[src/rtl/feature_loader_if.sv]
// Controller handshake, memory read port and systolic row lanes of the feature loader.
// No backpressure: the memory answers one cycle after each read strobe and the array always accepts lanes.
interface feature_loader_if #(
    parameter int DATA_W = 8,
    parameter int ADDR_W = 6,
    parameter int K      = 2
);
    logic                  Feature_Loader_en;
    logic [ADDR_W-1:0]     systolic_mode_feature_baseaddr;
    logic [DATA_W-1:0]     mem_rdata;
    logic                  mem_rd_en;
    logic [ADDR_W-1:0]     mem_addr;
    logic [K*DATA_W-1:0]   feat_out;
    logic                  feat_valid;
    logic                  busy;
    logic                  feature_Loader_done;

    modport master (
        output Feature_Loader_en, systolic_mode_feature_baseaddr, mem_rdata,
        input  mem_rd_en, mem_addr, feat_out, feat_valid, busy, feature_Loader_done
    );

    modport slave (
        input  Feature_Loader_en, systolic_mode_feature_baseaddr, mem_rdata,
        output mem_rd_en, mem_addr, feat_out, feat_valid, busy, feature_Loader_done
    );
endinterface

[src/rtl/feature_loader.sv]
// Fetches one KxK window column-major, then feeds it diagonally skewed into K row lanes; done 2K*K... = K*K+2K+1 cycles after accept.
// No backpressure; define FEATURE_LOADER_ABORT_EN to let a dropped request abort an operation in flight.
module feature_loader #(
    parameter int DATA_W     = 8,
    parameter int ADDR_W     = 6,
    parameter int K          = 2,
    parameter int ROW_STRIDE = 4
) (
    input  logic             clk,
    input  logic             rst,
    feature_loader_if.slave  bus
);
    localparam int             IW    = (K > 1) ? $clog2(K) : 1;
    localparam int             TW    = $clog2(2 * K);
    localparam logic [IW-1:0]  KM1   = IW'(K - 1);
    localparam logic [TW-1:0]  TLAST = TW'(2 * K - 2);

    typedef enum logic [2:0] {IDLE, READ, WAIT, FEED, DONE} state_t;

    state_t                state_q;
    logic                  armed_q;
    logic [ADDR_W-1:0]     base_q;
    logic [IW-1:0]         r_q, c_q;
    logic [TW-1:0]         t_q;
    logic                  cap_vld_q;
    logic [IW-1:0]         cap_r_q, cap_c_q;
    logic [DATA_W-1:0]     win_q [K][K];

    logic                  rd_en_q;
    logic [ADDR_W-1:0]     addr_q;
    logic [K*DATA_W-1:0]   feat_q;
    logic                  valid_q;
    logic                  busy_q;
    logic                  done_q;

    logic [IW-1:0]         r_d, c_d;
    logic                  last_rd;
    logic [ADDR_W-1:0]     addr_d;
    logic [TW-1:0]         t_d;
    logic [K*DATA_W-1:0]   lanes_d;

    assign bus.mem_rd_en           = rd_en_q;
    assign bus.mem_addr            = addr_q;
    assign bus.feat_out            = feat_q;
    assign bus.feat_valid          = valid_q;
    assign bus.busy                = busy_q;
    assign bus.feature_Loader_done = done_q;

    // Column-major walk: row index runs fastest.
    always_comb begin
        last_rd = (r_q == KM1) && (c_q == KM1);
        r_d     = (r_q == KM1) ? '0 : r_q + 1'b1;
        c_d     = (r_q == KM1) ? c_q + 1'b1 : c_q;
        addr_d  = base_q + ADDR_W'(int'(r_d) * ROW_STRIDE) + ADDR_W'(int'(c_d));
    end

    // The element captured on this same edge is taken straight from mem_rdata.
    always_comb begin
        t_d     = (state_q == WAIT) ? '0 : t_q + 1'b1;
        lanes_d = '0;
        for (int r = 0; r < K; r++) begin
            for (int c = 0; c < K; c++) begin
                if (int'(t_d) == r + c) begin
                    if (cap_vld_q && int'(cap_r_q) == r && int'(cap_c_q) == c)
                        lanes_d[r*DATA_W +: DATA_W] = bus.mem_rdata;
                    else
                        lanes_d[r*DATA_W +: DATA_W] = win_q[r][c];
                end
            end
        end
    end

    always_ff @(posedge clk or negedge rst) begin
        if (!rst) begin
            state_q   <= IDLE;
            armed_q   <= 1'b1;
            base_q    <= '0;
            r_q       <= '0;
            c_q       <= '0;
            t_q       <= '0;
            cap_vld_q <= 1'b0;
            cap_r_q   <= '0;
            cap_c_q   <= '0;
            rd_en_q   <= 1'b0;
            addr_q    <= '0;
            feat_q    <= '0;
            valid_q   <= 1'b0;
            busy_q    <= 1'b0;
            done_q    <= 1'b0;
            for (int r = 0; r < K; r++)
                for (int c = 0; c < K; c++)
                    win_q[r][c] <= '0;
        end else begin
            if (!bus.Feature_Loader_en)
                armed_q <= 1'b1;
            cap_vld_q <= 1'b0;
            if (cap_vld_q)
                win_q[cap_r_q][cap_c_q] <= bus.mem_rdata;

            case (state_q)
                IDLE: begin
                    if (bus.Feature_Loader_en && armed_q) begin
                        state_q <= READ;
                        armed_q <= 1'b0;
                        base_q  <= bus.systolic_mode_feature_baseaddr;
                        r_q     <= '0;
                        c_q     <= '0;
                        addr_q  <= bus.systolic_mode_feature_baseaddr;
                        rd_en_q <= 1'b1;
                        busy_q  <= 1'b1;
                    end
                end
                READ: begin
                    cap_vld_q <= 1'b1;
                    cap_r_q   <= r_q;
                    cap_c_q   <= c_q;
                    if (last_rd) begin
                        state_q <= WAIT;
                        rd_en_q <= 1'b0;
                    end else begin
                        r_q    <= r_d;
                        c_q    <= c_d;
                        addr_q <= addr_d;
                    end
                end
                WAIT: begin
                    state_q <= FEED;
                    t_q     <= t_d;
                    feat_q  <= lanes_d;
                    valid_q <= 1'b1;
                end
                FEED: begin
                    if (t_q == TLAST) begin
                        state_q <= DONE;
                        feat_q  <= '0;
                        valid_q <= 1'b0;
                        done_q  <= 1'b1;
                    end else begin
                        t_q    <= t_d;
                        feat_q <= lanes_d;
                    end
                end
                DONE: begin
                    state_q <= IDLE;
                    done_q  <= 1'b0;
                    busy_q  <= 1'b0;
                end
                default: state_q <= IDLE;
            endcase

`ifdef FEATURE_LOADER_ABORT_EN
            if (!bus.Feature_Loader_en && (state_q == READ || state_q == WAIT || state_q == FEED)) begin
                state_q   <= IDLE;
                rd_en_q   <= 1'b0;
                valid_q   <= 1'b0;
                feat_q    <= '0;
                busy_q    <= 1'b0;
                cap_vld_q <= 1'b0;
            end
`else
            // Dropping the request mid-operation only re-arms; the window still completes.
`endif
        end
    end
endmodule

[src/flat_wrapper.sv]
// flat-port wrapper written by rule: the top's interface ports become plain ports
module feature_loader_flat 
#(
    parameter int DATA_W     = 8,
    parameter int ADDR_W     = 6,
    parameter int K          = 2,
    parameter int ROW_STRIDE = 4
)
  (clk, rst, bus_Feature_Loader_en, bus_systolic_mode_feature_baseaddr, bus_mem_rdata, bus_mem_rd_en, bus_mem_addr, bus_feat_out, bus_feat_valid, bus_busy, bus_feature_Loader_done);
  feature_loader_if #(.DATA_W(DATA_W), .ADDR_W(ADDR_W), .K(K)) bus_i ();
  input  logic clk;
  input  logic rst;
  input wire logic [$bits(bus_i.Feature_Loader_en)-1:0] bus_Feature_Loader_en;
  input wire logic [$bits(bus_i.systolic_mode_feature_baseaddr)-1:0] bus_systolic_mode_feature_baseaddr;
  input wire logic [$bits(bus_i.mem_rdata)-1:0] bus_mem_rdata;
  output wire logic [$bits(bus_i.mem_rd_en)-1:0] bus_mem_rd_en;
  output wire logic [$bits(bus_i.mem_addr)-1:0] bus_mem_addr;
  output wire logic [$bits(bus_i.feat_out)-1:0] bus_feat_out;
  output wire logic [$bits(bus_i.feat_valid)-1:0] bus_feat_valid;
  output wire logic [$bits(bus_i.busy)-1:0] bus_busy;
  output wire logic [$bits(bus_i.feature_Loader_done)-1:0] bus_feature_Loader_done;
  assign bus_i.Feature_Loader_en = bus_Feature_Loader_en;
  assign bus_i.systolic_mode_feature_baseaddr = bus_systolic_mode_feature_baseaddr;
  assign bus_i.mem_rdata = bus_mem_rdata;
  assign bus_mem_rd_en = bus_i.mem_rd_en;
  assign bus_mem_addr = bus_i.mem_addr;
  assign bus_feat_out = bus_i.feat_out;
  assign bus_feat_valid = bus_i.feat_valid;
  assign bus_busy = bus_i.busy;
  assign bus_feature_Loader_done = bus_i.feature_Loader_done;
  feature_loader #(.DATA_W(DATA_W), .ADDR_W(ADDR_W), .K(K), .ROW_STRIDE(ROW_STRIDE)) u_core (.clk(clk), .rst(rst), .bus(bus_i));
endmodule
[config.mk]
export PLATFORM = sky130hd
export DESIGN_NAME = feature_loader_flat
export DESIGN_NICKNAME = d
export VERILOG_FILES = /design/src/rtl/feature_loader_if.sv /design/src/rtl/feature_loader.sv /design/src/flat_wrapper.sv
export SDC_FILE = /design/constraint.sdc
export NUM_CORES = 1
export LEC_CHECK = 0
export ABC_AREA = 1
export BUFFER_PORTS_ARGS = -buffer_cell sky130_fd_sc_hd__buf_4
export CAP_MARGIN = 15
export CORE_MARGIN = 8
export CORE_UTILIZATION = 46
export CTS_CLUSTER_SIZE = 10
export DETAILED_ROUTE_END_ITERATION = 8
export PLACE_DENSITY = 0.66
export SLEW_MARGIN = 10
export SYNTH_ARGS = -nofsm -noshare
export SYNTH_HDL_FRONTEND = slang
export SYNTH_SLANG_ARGS = --single-unit
[constraint.sdc]
create_clock -name clk -period 4.4 [get_ports clk]
set_input_delay 0.66 -clock clk [delete_from_list [all_inputs] [get_ports clk]]
set_output_delay 0.66 -clock clk [all_outputs]
set_load 0.02 [all_outputs]
---- Word-level counts from Yosys, hierarchy flattened ----
Cells that the tools add are included.
storage, ports and cells
  register bits ........................... 75
  output and inout port bits .............. 26
operators by class
  $add $sub $neg .......................... 5
  $lt $le $gt $ge ......................... 4
  eq/ne operators ......................... 12
  muxes and demuxes ....................... 44
  bitwise logic cells ..................... 4
  reduce and logical (&&, ||, !) cells .... 24
operators by type and width
  kind                count
  $mux 8              9
  $bwmux 32           1
  $mux 16             2
  $pmux 16 s2         1
  $demux 16 s1        1
  $mux 1              13
  $mux 6              2
  $pmux 1 s2          6
  $pmux 3 s4          1
  $pmux 6 s2          1
  $logic_and 1x1->1   10
  $reduce_and 2->1    5
  $mux 3              3
  $reduce_and 3->1    3
  $demux 8 s1         1
  $reduce_bool 2->1   4
  $add 6x1->6         1
  $add 6x3->6         1
  $eq 2x2->1 const B  3
  $eq 3x2->1 const B  2
  $ne 2x1->1 const B  3
  $ge 2x2->1 const B  2
  $lt 2x1->1 const B  2
  $mux 2              2
  other kinds (10)    14

---- Longest topological paths before layout ----
  word-level depth ........................ 8
  gate-level depth with buffers ........... 10
  depth with buffers taken out ............ 9

---- Least setup slack after synthesis ----
Ideal clock, no wire load.
  kind .................................... register -> register
  start point ............................. register u_core.c_q
  end point ............................... register u_core.addr_q[1], in the netlist u_core.bus.mem_addr[1]
  library setup time ...................... 0.124 ns
  arrival ................................. 1.459 ns
  data required time ...................... 4.276 ns
  slack ................................... 2.817 ns
  cell stages (with the launch flop) ...... 7
  buffers on the path ..................... 0
  period minus slack after synthesis ...... 1.583 ns
  path through ............................ dfrtp_1 ha_1 ha_1 ha_1 or2_1 o211ai_1 nand2_1
on the way
  longest elaborated chain between the ends .. 5
  elaborated cells between the ends (all ways) .. 8
  classes of those cells .................. add/sub (2); eq/ne (1); mux (3); reduce/logical (2)
RTL lines
  element                 line                   RTL
  from (decl)             feature_loader.sv:23   logic [IW-1:0] r_q, c_q;
  from (signal assigned)  feature_loader.sv:79   c_q <= '0;
  from (signal assigned)  feature_loader.sv:107  c_q <= '0;
  from (signal assigned)  feature_loader.sv:122  c_q <= c_d;
  $add 1x1->1             feature_loader.sv:53   c_d = (r_q == KM1) ? c_q + 1'b1 : c_q;
  $mux 1                  feature_loader.sv:53
  $add 6x1->6             feature_loader.sv:54   addr_d = base_q + ADDR_W'(int'(r_d) * ROW_STRIDE) + ADDR_W'(int'(c_d));
  $mux 6                  feature_loader.sv:117  if (last_rd) begin
  $pmux 6 s2              feature_loader.sv:100  case (state_q)
  to (signal assigned)    feature_loader.sv:108  addr_q <= bus.systolic_mode_feature_baseaddr;
  to (signal assigned)    feature_loader.sv:123  addr_q <= addr_d;
  to (decl)               feature_loader.sv:30   logic [ADDR_W-1:0] addr_q;
Parallel ways exist; a longest one is shown, timed or not. The select of a mux whose other input is x is not followed.
A chain may end at the register's enable or synchronous reset.

---- Worst setup path after layout ----
  start point ............................. register u_core.state_q[0]
  end point ............................... register u_core.addr_q[0], in the netlist u_core.bus.mem_addr[0]
on the way
  longest elaborated chain between the ends .. 3
  elaborated cells between the ends (all ways) .. 7
  classes of those cells .................. eq/ne (3); mux (1); reduce/logical (3)
RTL lines
  element                                        line                   RTL
  from (decl)                                    feature_loader.sv:20   state_t state_q;
  from (signal assigned)                         feature_loader.sv:75   state_q <= IDLE;
  from (signal assigned)                         feature_loader.sv:103  state_q <= READ;
  from (signal assigned)                         feature_loader.sv:118  state_q <= WAIT;
  $eq 3x1->1 or $logic_not 3->1 (tied branches)  feature_loader.sv:100
  $ne 2x2->1 (no line) (tied with other cells)   -
  $reduce_and 3->1 (no line)                     -
Parallel ways exist; a longest one is shown, timed or not.

==> key figures <==
Power
  – Power density cells: 793 nW/um^2
  – Total power: 0.00322 W
  – Leak pwr: 2.20 nW
  – VDD IR max: 0.339 mV

Floorplan
  – Placeable core region: around 7300 sq um
  – Chip height: 103 microns
  – Row cnt: 31
  – Die W: 103 microns
  – Die Area: around 11,000 sq um
  – Initial core utilization: 0.476
  – IO Pins: 43

Place
  – Final HPWL DP: 5300 microns
  – Gp weighted congestion: 0.772
  – Port Buffer Count: 42

Global route
  – GRT Total Usage: 0.154
  – Global-route wire length before repair: 12,700 microns
  – Initial antenna violation count: 0
  – Vias in the first global route: 2,689
  – Largest net degree at the start of global routing: 76
  – Final global-route overflow total: 0

Clocking
  – H-tree levels: 3
  – Post-cts resize count: 0
  – CTS tree: yes
  – Post-CTS Hold Fix Bufs: 0
  – Clock buffer depth: 2
  – Worst-Skew Late Latency: between 0.3 and 0.4 ns
  – Clk slew on worst S/H paths: 0.08 ns
  – Clk root buf: clkbuf_8
  – Clk sinks: 75
  – Setup Buffers After CTS: 0
  – CTS Buf Count: 9

Run
  – Max cap viols: 0

Final layout
  – Layout overhead on the synthesized area: 17.0%
  – Nets@finish: 480
  – Multi-input gate area: 1380 sq um
  – Register Area: 1880 sq um
  – Final Util: 0.556
  – Layout cell share with drive strength beyond 1: 0.164
  – Ant diodes: 0
  – Fill count: 705

Worst setup path
  – Critical path cell sequence: inv_1 > nand2_1 > nor2_2 > nand2_1 > nand2_1 > inv_1 > nand2_1 > nand2_1
  – Critical-path top delay cell: dfrtp_1
  – Worst R2R Path Depth: 8
  – Crit path max fanout: 12
  – Worst Path Arrival: 2.25 ns
  – Worst Setup Start Kind: flop
  – Crit path top cell by count: nand2_1
  – Worst setup path class: reg2reg
  – CP peak stage delay: 0.48 ns
  – Endpoint type of the worst setup path: flop
  – CP required: 4.64 ns

Logic synthesis
  – Post-synthesis async set-or-reset flop share: 1.00
  – Cells after Synth: about 420
  – Yosys top cell area share: 0.534
  – Post-Synthesis Cell Area: 3470 sq um
  – Seq/Total Area, Yosys: 0.541
  – Ranking of synthesized cells by area: dfrtp_1 53%, nand2_1 22%, nand3_1 3.6%
  – Post-synth cell types: 33
  – Post-synth EDFFs: 0
  – #FFs+latches synth: 75
  – Cell taking the most area after synthesis: dfrtp_1
  – Post-Syn Nets: 440
  – Mean Syn Cell Area: 8.30 sq um
  – Yosys warning total: 0
  – Top-count cell post-synth: nand2_1
  – Commonest cells in the netlist: 200 x nand2_1, 74 x dfrtp_1, 30 x inv_1
  – Top_reg_cell synth: dfrtp_1

Routing
  – Antenna viol nets, final: 0
  – Routed Wire Length: about 7600 microns
  – First-pass DRT Iterations: 4
  – DRC viols: 0
  – Vias: 2,767
  – Iteration-0 DRC Markers: approximately 140
  – Average wire per standard cell: roughly 14 microns
  – Vias per inst: 4.92

Timing
  – Setup TNS: 0 ns
  – Fmax: 499 MHz
  – Final min period: approximately 2 ns
  – Final setup violating endpoints: 0
  – RSZ-0062 raised after global routing: false
  – Pins Over Slew Limit: 0
  – Measured slew at the worst slew-check pin: 0.929 ns
  – Slew margin rel.: 0.381
  – Final worst-path cycle share: 0.455
  – Final setup skew: roughly 0.014 ns
  – Fin. Hold Viols: 0

Outcome
  – Status: finished clean

Hold path
  – Hold Crit Class: in2async
kinds of logic (layout without fill, tap and decap cells):
kind of cell             Yosys count  count (layout)  share of synthesized area
AO/OA/AOI/OAI                     30              30                     0.0483
XOR/XNOR                           1               1                    0.00253
adder cells (fa/ha/maj)            5               5                     0.0180
buffers and inverters             47              92                     0.0602
flip-flops                        75              75                      0.541
AND/OR/NAND/NOR                  260             260                      0.329
power breakdown:
part           leakage (nW)  internal, W  switching (W)
Combinational          1.16     0.000483       0.000933
Sequential            0.929     0.000997       0.000195
Clock                 0.113     0.000350       0.000260
Total                  2.20      0.00183        0.00139
layout by cell type, fill, tap and decap left out, types with 3 or more instances in the layout:
cell type	Yosys	layout
nand2_1	200	200
dfrtp_1	74	74
buf_4	3	42
inv_1	30	30
nand3_1	25	25
nand4_1	17	17
o21ai_1	13	13
clkbuf_8	0	11
o21ai_0	9	9
ha_1	5	5
nor2_2	4	4
nand3_2	3	3
o211ai_1	3	3
path summary, 6_finish.rpt:
path                                  startpoint  slack [ns]                endpoint
max in group asynchronous                    rst        3.35        u_core.win_q[19]
setup reg to reg               u_core.state_q[0]        2.40  u_core.bus.mem_addr[0]
setup / recovery               u_core.state_q[0]        2.40  u_core.bus.mem_addr[0]
hold / removal                               rst        0.43   u_core.bus.feat_valid
min in group clk           bus_Feature_Loader_en        0.47          u_core.armed_q
hold reg to reg                 u_core.win_q[27]        0.47        u_core.win_q[27]
through the flow:
step	setup slack (ns)	hold slack, ns	instances	area [sq um]
floorplan	2.82	0.364	418	3470
global placement	2.32	0.452	546	3830
detailed placement	2.34	0.456	546	3830
CTS	2.43	0.456	562	4060
global route	2.21	0.463	562	4060
finish	2.40	0.433	562	4060
routing by layer:
metal  share of wire  track usage  vias to the layer above  wire (microns)
met1            0.50        0.214                     1292            3810
met2            0.44        0.228                       48            3380
met3           0.041       0.0290                       13             312
met5               0            0                        -               0
met4           0.017       0.0667                        0             131
li1                -            -                     1414               -
area by class of cell:
class / count / share of cell area
clock inverter: 4 / 0.0179
sequential: 75 / 0.463
inverter: 34 / 0.0321
clock buffer: 12 / 0.0382
multi-input combinational: 296 / 0.341
timing repair buffer: 42 / 0.0777
tap: 99 / 0.0305
state kept, by name (all words and copies together) (netlist names):
name	count
u_core.armed_q	1
u_core.base_q	6
u_core.bus.busy	1
u_core.bus.feat_out	16
u_core.bus.feat_valid	1
u_core.bus.feature_Loader_done	1
u_core.bus.mem_addr	6
u_core.bus.mem_rd_en	1
u_core.c_q	1
u_core.cap_c_q	1
u_core.cap_r_q	1
u_core.cap_vld_q	1
u_core.r_q	1
u_core.state_q	3
u_core.t_q	2
u_core.win_q	32
worst max-delay path: cells and delay by family, from the launching register on:
family	cells	cell delay (ns)
buffers and inverters	2	0.27
and+or+nand+nor	6	1.13
DFF	1	0.48
Note: power is estimated with default switching activity, not from simulation.
